--- src/rtl/perceptron_pkg.sv ---
// Shared constants, FSM state encoding and comm_controller opcodes for the
// perceptron MAC sequencer slice.
package perceptron_pkg;

  localparam int unsigned DEF_DATA_W = 16;
  localparam int unsigned DEF_FRAC_W = 8;
  localparam int unsigned Q_ONE      = 1 << DEF_FRAC_W;

  localparam int unsigned ACT_LINEAR = 0;
  localparam int unsigned ACT_STEP   = 1;

  typedef enum logic [2:0] {
    IDLE,
    ISSUE1,
    ISSUE2,
    WAIT,
    ACC,
    DONE
  } state_e;

  typedef enum logic [7:0] {
    OP_READ          = 8'd5,
    OP_WRITE_WEIGHTS = 8'd50,
    OP_WRITE_INPUTS  = 8'd51
  } comm_op_e;

endpackage

--- src/rtl/perceptron_pipe_mult.sv ---
// Signed DATA_W x DATA_W multiplier with MUL_LAT register stages and a valid
// bit travelling alongside the product.
module perceptron_pipe_mult
  import perceptron_pkg::*;
#(
  parameter int unsigned DATA_W  = DEF_DATA_W,
  parameter int unsigned MUL_LAT = 2
) (
  input  logic                  clk,
  input  logic                  rst,
  input  logic                  in_valid,
  input  logic [DATA_W-1:0]     a,
  input  logic [DATA_W-1:0]     b,
  output logic                  out_valid,
  output logic [2*DATA_W-1:0]   product
);

  localparam int unsigned PROD_W = 2 * DATA_W;

  logic [PROD_W-1:0]  a_ext;
  logic [PROD_W-1:0]  b_ext;
  logic [PROD_W-1:0]  prod_d [MUL_LAT];
  logic [PROD_W-1:0]  prod_q [MUL_LAT];
  logic [MUL_LAT-1:0] valid_d;
  logic [MUL_LAT-1:0] valid_q;

  // Sign-extending both operands lets the low PROD_W bits of an unsigned
  // multiply equal the signed product.
  always_comb begin
    a_ext      = {{DATA_W{a[DATA_W-1]}}, a};
    b_ext      = {{DATA_W{b[DATA_W-1]}}, b};
    prod_d[0]  = a_ext * b_ext;
    valid_d    = '0;
    valid_d[0] = in_valid;
    for (int unsigned i = 1; i < MUL_LAT; i++) begin
      prod_d[i]  = prod_q[i-1];
      valid_d[i] = valid_q[i-1];
    end
  end

  always_ff @(posedge clk) begin
    if (rst) begin
      valid_q <= '0;
    end else begin
      valid_q <= valid_d;
    end
    prod_q <= prod_d;
  end

  assign out_valid = valid_q[MUL_LAT-1];
  assign product   = prod_q[MUL_LAT-1];

endmodule

--- src/rtl/perceptron_mac_sequencer.sv ---
// Sequences one perceptron evaluation act(w1*x1 + w2*x2) in signed Q8.8 using a
// single time-shared pipelined multiplier, with start/busy/done handshake.
module perceptron_mac_sequencer
  import perceptron_pkg::*;
#(
  parameter int unsigned DATA_W     = DEF_DATA_W,
  parameter int unsigned FRAC_W     = DEF_FRAC_W,
  parameter int unsigned MUL_LAT    = 2,
  parameter int unsigned ACT        = ACT_LINEAR,
  parameter int unsigned AUTO_START = 0
) (
  input  logic              clk,
  input  logic              rst,
  input  logic              start,
  input  logic              input_write,
  input  logic [DATA_W-1:0] weight1,
  input  logic [DATA_W-1:0] weight2,
  input  logic [DATA_W-1:0] data_in1,
  input  logic [DATA_W-1:0] data_in2,
  output logic              busy,
  output logic              done,
  output logic [DATA_W-1:0] result,
  output logic              overflow
);

  localparam int unsigned PROD_W = 2 * DATA_W;
  localparam int unsigned SUM_W  = 2 * DATA_W + 1;

  localparam logic signed [SUM_W-1:0] SAT_MAX =
    {{(SUM_W-DATA_W+1){1'b0}}, {(DATA_W-1){1'b1}}};
  localparam logic signed [SUM_W-1:0] SAT_MIN =
    {{(SUM_W-DATA_W+1){1'b1}}, {(DATA_W-1){1'b0}}};
  localparam logic [DATA_W-1:0] ONE_Q = DATA_W'(1) << FRAC_W;

  state_e state_d, state_q;

  logic [DATA_W-1:0]        w1_d, w1_q, x1_d, x1_q;
  logic [DATA_W-1:0]        w2_d, w2_q, x2_d, x2_q;
  logic signed [PROD_W-1:0] p1_d, p1_q, p2_d, p2_q;
  logic                     p1_seen_d, p1_seen_q;
  logic [DATA_W-1:0]        result_d, result_q;
  logic                     overflow_d, overflow_q;

  logic                     go;
  logic                     mul_valid;
  logic [DATA_W-1:0]        mul_a, mul_b;
  logic                     mul_out_valid;
  logic [PROD_W-1:0]        mul_prod;
  logic signed [SUM_W-1:0]  sum;
  logic signed [SUM_W-1:0]  shifted;

  perceptron_pipe_mult #(
    .DATA_W  (DATA_W),
    .MUL_LAT (MUL_LAT)
  ) u_mult (
    .clk       (clk),
    .rst       (rst),
    .in_valid  (mul_valid),
    .a         (mul_a),
    .b         (mul_b),
    .out_valid (mul_out_valid),
    .product   (mul_prod)
  );

  always_comb begin
    state_d    = state_q;
    w1_d       = w1_q;
    x1_d       = x1_q;
    w2_d       = w2_q;
    x2_d       = x2_q;
    p1_d       = p1_q;
    p2_d       = p2_q;
    p1_seen_d  = p1_seen_q;
    result_d   = result_q;
    overflow_d = overflow_q;
    mul_valid  = 1'b0;
    mul_a      = w1_q;
    mul_b      = x1_q;

    go      = start | ((AUTO_START != 0) & input_write);
    sum     = SUM_W'(p1_q) + SUM_W'(p2_q);
    shifted = sum >>> FRAC_W;

    // The first valid product out of the pipe is always w1*x1; with MUL_LAT=1
    // it emerges while still in ISSUE2, so capture is not tied to WAIT.
    if (state_q != IDLE && mul_out_valid && !p1_seen_q) begin
      p1_d      = signed'(mul_prod);
      p1_seen_d = 1'b1;
    end

    unique case (state_q)
      IDLE: begin
        if (go) begin
          w1_d      = weight1;
          x1_d      = data_in1;
          w2_d      = weight2;
          x2_d      = data_in2;
          p1_seen_d = 1'b0;
          state_d   = ISSUE1;
        end
      end
      ISSUE1: begin
        mul_valid = 1'b1;
        state_d   = ISSUE2;
      end
      ISSUE2: begin
        mul_valid = 1'b1;
        mul_a     = w2_q;
        mul_b     = x2_q;
        state_d   = WAIT;
      end
      WAIT: begin
        if (mul_out_valid && p1_seen_q) begin
          p2_d    = signed'(mul_prod);
          state_d = ACC;
        end
      end
      ACC: begin
        if (ACT == ACT_STEP) begin
          result_d   = (sum >= 0) ? ONE_Q : '0;
          overflow_d = 1'b0;
        end else if (shifted > SAT_MAX) begin
          result_d   = SAT_MAX[DATA_W-1:0];
          overflow_d = 1'b1;
        end else if (shifted < SAT_MIN) begin
          result_d   = SAT_MIN[DATA_W-1:0];
          overflow_d = 1'b1;
        end else begin
          result_d   = shifted[DATA_W-1:0];
          overflow_d = 1'b0;
        end
        state_d = DONE;
      end
      DONE: begin
        state_d = IDLE;
      end
      default: begin
        state_d = IDLE;
      end
    endcase
  end

  always_ff @(posedge clk) begin
    if (rst) begin
      state_q    <= IDLE;
      p1_seen_q  <= 1'b0;
      result_q   <= '0;
      overflow_q <= 1'b0;
    end else begin
      state_q    <= state_d;
      p1_seen_q  <= p1_seen_d;
      result_q   <= result_d;
      overflow_q <= overflow_d;
      w1_q       <= w1_d;
      x1_q       <= x1_d;
      w2_q       <= w2_d;
      x2_q       <= x2_d;
      p1_q       <= p1_d;
      p2_q       <= p2_d;
    end
  end

  assign busy     = (state_q != IDLE);
  assign done     = (state_q == DONE);
  assign result   = result_q;
  assign overflow = overflow_q;

endmodule

--- config.mk ---
export PLATFORM = sky130hd
export DESIGN_NAME = perceptron_mac_sequencer
export DESIGN_NICKNAME = d
export VERILOG_FILES = /design/src/rtl/perceptron_pkg.sv /design/src/rtl/perceptron_pipe_mult.sv /design/src/rtl/perceptron_mac_sequencer.sv
export SDC_FILE = /design/constraint.sdc
export NUM_CORES = 1
export LEC_CHECK = 0
export CAP_MARGIN = 30
export CORE_UTILIZATION = 45
export DETAILED_ROUTE_END_ITERATION = 10
export GPL_TIMING_DRIVEN = 0
export SYNTH_ARGS = -nofsm -noshare
export SYNTH_HDL_FRONTEND = slang
export SYNTH_SLANG_ARGS = --single-unit
export TNS_END_PERCENT = 100
--- constraint.sdc ---
create_clock -name clk -period 8.6 [get_ports clk]
set_input_delay 1.72 -clock clk [delete_from_list [all_inputs] [get_ports clk]]
set_output_delay 1.72 -clock clk [all_outputs]
set_load 0.05 [all_outputs]
==> impl_metrics.json, run 1 <==
{
  "grt_max_degree": 37,
  "diodes": 0,
  "seq_area_frac_synth_pct": 31.3,
  "crit_path_start_kind": "flop",
  "seq_area_sq_um": 5590,
  "synth_top_cell_by_area": "fa_1",
  "post-place-ws_ns": -0.715,
  "cts_sinks": 215,
  "clock_latency_ns": 0.56,
  "synth_common_cells": "inv_1, fa_1, nand2_1, nor2_1, edfxtp_1",
  "drv_cap": 0,
  "drc": 0,
  "whs_endpoint": "u_mult.product[11]$_DFF_P_",
  "dieArea_sq_um": 40400,
  "worstHoldPathType": "reg -> reg",
  "cp.arrival_ns": 8.56,
  "antenna_found_initial": 0,
  "track_usage_pct": 20.4,
  "synth.area.top_cells": "fa_1, edfxtp_1, dfxtp_1",
  "synth.most_common_cell": "inv_1",
  "fin_ws_ns": 0.475,
  "core_area_sq_um": 38800,
  "ys_types": 68,
  "max_freq_ghz": 0.123,
  "worstSetupPathDepth": 26,
  "synthToLayoutAreaGrowth_pct": 15.2,
  "htree_levels": 1,
  "finalCriticalPeriod_ns": 8.13,
  "async_flop_share_pct": 0,
  "hold_path_depth": 0,
  "multi_input_area_sq_um": 11000,
  "hold_path_startpoint": "u_mult.prod_d[11]$_DFF_P_",
  "ant_nets": 0,
  "rsz0062_at_grt": "false",
  "drt_iter0_drc": 598,
  "slowest_stage": "fa_1",
  "drive_gt1_share_pct": 8.28,
  "n_fill_cell": 3429,
  "rows": 72,
  "cp.required_ns": 9.04,
  "grt_pass1_vias": 12700,
  "ys.warnings.count": 0,
  "layout.nets": 2236,
  "status": "finished, final reports clean",
  "die_y_um": 201,
  "hold_slack_ns": 0.317,
  "clock_skew_ns": 0.0312,
  "ys_seq_elements": 215,
  "grt_overflow_total": 0,
  "gp_congestion": 0.934,
  "cts_tree": "built",
  "cp_common_cell": "fa_1",
  "rr_worst_depth": 26,
  "r2r_slack_ns": 0.47,
  "syn_area_per_cell_sq_um": 10.7,
  "vias_per_cell": 5.04,
  "r2r-end": "u_mult.prod_d[31]$_DFF_P_",
  "max_stage_delay_ns": 0.58,
  "netlist_area_sq_um": 17800,
  "dp_hpwl_um": 32500,
  "wire_per_inst_um": 16.8,
  "tightest_slew_ns": 0.840,
  "clock_path_buffers": 3,
  "ioPinCount": 87,
  "synth_ff_type": "edfxtp_1",
  "io_buffers": 85,
  "fin_crit_sh_pct": 94.5,
  "crit_path_end_kind": "flop",
  "finalHoldViolations": 0,
  "synth_nets": 2107,
  "worst-path-buf-inv": 6,
  "finalSetupViolCount": 0,
  "crit_type": "reg -> reg",
  "reg2reg_from": "state_q[1]$_SDFFE_PP0P_",
  "routed_wl_um": 39100,
  "start_util_pct": 45.9,
  "cts_made_buffers": 25,
  "cts.clk_slew.worst_paths_ns": 0.06,
  "grt_pass1_wl_um": 65400,
  "synth_cells": 1664,
  "clock_tree.root_cell": "clkbuf_16",
  "vias": 11800,
  "stdcell_count": 2330,
  "synth-edff-count": 128,
  "fp.dieW_um": 201,
  "cp_top_family": "adder cells",
  "worstPathMaxFanout": 10,
  "tns_ns": 0,
  "drv_slew": 0,
  "dr.pass1.iters": 5,
  "synth_top_area_share_pct": 29.4,
  "placedCellCount": 2285,
  "slew_headroom_pct": 42.4
}
cell type report:
cell class	count	share of cell area (%)
inverter	318	5.82
clock buffer	33	3.35
sequential	215	27.2
multi-input combinational	1096	53.7
buffer	34	0.835
tap	518	3.16
clock inverter	13	0.933
timing repair buffer	103	5.00
cells by family (layout without fill, tap and decap cells):
kind of cell | after synthesis | count (layout) | synth area share, %
compound gates | 186 | 186 | 7.09
buf+inv | 353 | 501 | 7.61
xor+xnor | 56 | 56 | 2.75
fa+ha+maj | 375 | 375 | 37.4
mux | 60 | 60 | 3.57
flops | 215 | 215 | 31.3
simple gates | 419 | 419 | 10.3
flip-flops by register name (all words and copies together), names as in the netlist, 2 cells and up:
register / count
p1_q: 32
p2_q: 32
result: 16
state_q: 3
u_mult.prod_d: 32
u_mult.product: 32
u_mult.valid_q: 2
w1_q: 16
w2_q: 16
x1_q: 16
x2_q: 16
placed cells by master, fill, tap and decap left out, types with 7 or more instances in the layout:
cell and count:
a21o_1 21, a21oi_1 65, a221o_2 10, a31oi_1 8
and2_1 8, and3_1 8, buf_2 7, buf_4 12
buf_6 7, clkbuf_1 24, clkbuf_16 26, clkdlybuf4s50_1 85
dfxtp_1 87, edfxtp_1 128, fa_1 262, ha_1 113
inv_1 318, mux2_2 28, mux2i_1 18, mux2i_2 8
nand2_1 166, nand2b_1 10, nand3_1 10, nand4_1 10
nor2_1 164, nor2b_1 8, nor3_1 7, o21ai_0 24
o21bai_1 7, xnor2_1 39, xor2_1 17
worst max path at each step:
stage | end | slack [ns] | startpoint
detailed placement | u_mult.prod_d[31]$_DFF_P_ | -0.71 | state_q[1]$_SDFFE_PP0P_
CTS | u_mult.prod_d[31]$_DFF_P_ | 0.01 | state_q[1]$_SDFFE_PP0P_
floorplan | u_mult.prod_d[31]$_DFF_P_ | 1.25 | state_q[1]$_SDFFE_PP0P_
global route | u_mult.prod_d[31]$_DFF_P_ | 0.07 | state_q[1]$_SDFFE_PP0P_
finish | u_mult.prod_d[31]$_DFF_P_ | 0.47 | state_q[1]$_SDFFE_PP0P_
global placement | u_mult.prod_d[31]$_DFF_P_ | -1.47 | state_q[1]$_SDFFE_PP0P_
routing by layer:
metal  share of wire, %  global-route usage (%)
met3                5.5                    3.30
met1                 44                    26.7
met5                  0                       0
met4                3.4                    6.27
met2                 47                    34.9
stage by stage:
| stage | util, % | cell area [sq um] |
|---|---|---|
| global route | 52.9 | 20500 |
| detailed placement | 50.2 | 19500 |
| CTS | 52.6 | 20400 |
| global placement | 49.7 | 19300 |
| finish | 52.9 | 20500 |
| floorplan | - | 17800 |
timing repair:
action	4_1_cts	5_1_grt
hold buffers	0	0
setup buffers	0	0
gates resized for setup	16	21
endpoints found under the hold margin	0	0
endpoints found under the setup margin	9	3
Power of run 1 is not shown: default switching activity piles up to over one toggle a cycle in this logic, so the estimate is an artifact.
==> inputs of run 2 (changes only) <==
--- a/config.mk
+++ b/config.mk
@@ -6,9 +6,10 @@
 export NUM_CORES = 1
 export LEC_CHECK = 0
 export CAP_MARGIN = 30
-export CORE_UTILIZATION = 45
+export CORE_UTILIZATION = 50
 export DETAILED_ROUTE_END_ITERATION = 10
 export GPL_TIMING_DRIVEN = 0
+export PLACE_DENSITY = 0.68
 export SYNTH_ARGS = -nofsm -noshare
 export SYNTH_HDL_FRONTEND = slang
 export SYNTH_SLANG_ARGS = --single-unit
==> run 2 against run 1 <==
- non-clock buffer count down 2
- hold slack improved by 0.0026 ns
- cell area shrank 0.98%
- cell count fell by 2.9%
- die area down 9.9%
- fmax is 0.16% lower
- clock skew decreased by 0.022 ns
==> impl_metrics.json, run 2 (synthesis gave the netlist of run 1 again) <==
{
  "status": "finished, final reports clean",
  "clock_latency_ns": 0.54,
  "diodes": 0,
  "final_area_sq_um": 20300,
  "postCtsHoldBufs": 0,
  "grt_overflow_total": 0,
  "drv_slew": 0,
  "vias_per_cell": 5.23,
  "clock_skew_ns": 0.00893,
  "fin_crit_sh_pct": 94.6,
  "ioPinCount": 87,
  "fp.dieW_um": 191,
  "worstHoldPathType": "reg -> reg",
  "antenna_found_initial": 0,
  "gp_congestion": 0.917,
  "r2r_slack_ns": 0.46,
  "clock_path_buffers": 3,
  "htree_levels": 1,
  "wire_per_inst_um": 17.2,
  "drt_iter0_drc": 614,
  "layout_commonest_cell": "inv_1",
  "cts.clk_slew.worst_paths_ns": 0.06,
  "placedCellCount": 2217,
  "synthToLayoutAreaGrowth_pct": 14.1,
  "routed_wl_um": 38900,
  "dr.pass1.iters": 5,
  "drv_cap": 0,
  "cts_sinks": 215,
  "grt_max_degree": 38,
  "layout.nets": 2233,
  "crit_path_start_kind": "flop",
  "stdcell_count": 2263,
  "drc": 0,
  "tightest_slew_ns": 0.926,
  "r2r-end": "u_mult.prod_d[31]$_DFF_P_",
  "io_buffers": 85,
  "rsz0062_at_grt": "false",
  "fin_util_pct": 58.4,
  "track_usage_pct": 22.7,
  "finalCriticalPeriod_ns": 8.14,
  "crit_type": "reg -> reg",
  "dieArea_sq_um": 36400,
  "endpoint": "u_mult.prod_d[31]$_DFF_P_",
  "crit_path_end_kind": "flop",
  "grt_pass1_wl_um": 64200,
  "rows": 68,
  "grt_pass1_vias": 12700,
  "worstPathMaxFanout": 10,
  "dp_hpwl_um": 32000,
  "slew_headroom_pct": 36.5,
  "clock_tree.root_cell": "clkbuf_16",
  "worstSetupStartpoint": "state_q[1]$_SDFFE_PP0P_",
  "die_y_um": 191,
  "layout_common_cells": "inv_1, fa_1, nand2_1, nor2_1, edfxtp_1",
  "core_area_sq_um": 34800,
  "finalHoldViolations": 0,
  "drive_gt1_share_pct": 8.24,
  "cts_tree": "built",
  "place_area_sq_um": 19400,
  "finalSetupViolCount": 0,
  "cts_made_buffers": 24,
  "rr_worst_depth": 25,
  "start_util_pct": 51.2,
  "max_freq_ghz": 0.123,
  "hold_path_startpoint": "u_mult.prod_d[12]$_DFF_P_",
  "reg2reg_from": "state_q[1]$_SDFFE_PP0P_",
  "ant_nets": 0,
  "vias": 11800,
  "cp.required_ns": 9.01,
  "n_fill_cell": 2924,
  "cp.arrival_ns": 8.55
}
run 2: cell type report:
type                            instances  area (sq um)  share of cell area (%)
Tap cell                              455           569                    2.80
Clock buffer                           31           648                    3.19
Timing Repair Buffer                  101          1010                    4.97
Sequential cell                       215          5590                    27.5
Clock inverter                         13           100                   0.493
Multi-Input combinational cell       1096         11000                    54.3
Buffer                                 34           174                   0.856
Inverter                              318          1190                    5.87
run 2: worst min-delay path by stage:
stage	endpoint	slack [ns]	cells past startpoint
finish	u_mult.product[12]$_DFF_P_	0.32	0
global route	u_mult.product[12]$_DFF_P_	0.32	0
CTS	u_mult.product[9]$_DFF_P_	0.32	0
floorplan	u_mult.product[0]$_DFF_P_	0.31	0
detailed placement	u_mult.product[10]$_DFF_P_	0.31	0
global placement	u_mult.product[18]$_DFF_P_	0.31	0
run 2: through the flow:
stage	hold WS, ns	setup slack [ns]	TNS (ns)
floorplan	0.310	1.25	0
global placement	0.311	-1.56	-14.97
detailed placement	0.312	-0.783	-3.17
CTS	0.316	0.0411	0
global route	0.321	0.118	0
finish	0.319	0.462	0
run 2: worst max-delay path: stages (launching register included):
cell and delay [ns]:
dfxtp_1 0.49, nor3b_4 0.29, buf_12 0.17, clkbuf_2 0.31, clkbuf_4 0.40, mux2i_4 0.51
nor2_1 0.12, fa_1 0.55, inv_1 0.06, fa_1 0.42, fa_1 0.54, fa_1 0.56
inv_1 0.06, fa_1 0.50, fa_1 0.41, ha_1 0.34, and3_1 0.21, and2_1 0.18
a21oi_1 0.13, and3_1 0.27, o21ai_0 0.23, a21oi_2 0.31, a31oi_2 0.21, a211o_1 0.31
a21oi_1 0.17, xnor2_1 0.23
run 2: repair_timing:
action / 4_1_cts / 5_1_grt
buffers inserted: 2 / 0
gates resized for setup: 12 / 28
setup endpoints to repair: 9 / 5
run 2: routing by layer:
| layer | global-route usage [%] | vias up | routed length [um] |
|---|---|---|---|
| li1 | - | 5587 | - |
| met1 | 29.0 | 5820 | 16500 |
| met2 | 38.7 | 332 | 18500 |
| met3 | 3.92 | 93 | 2430 |
| met4 | 8.40 | 0 | 1480 |
| met5 | 0 | - | 0 |
Power of run 2 is left out for the same reason.
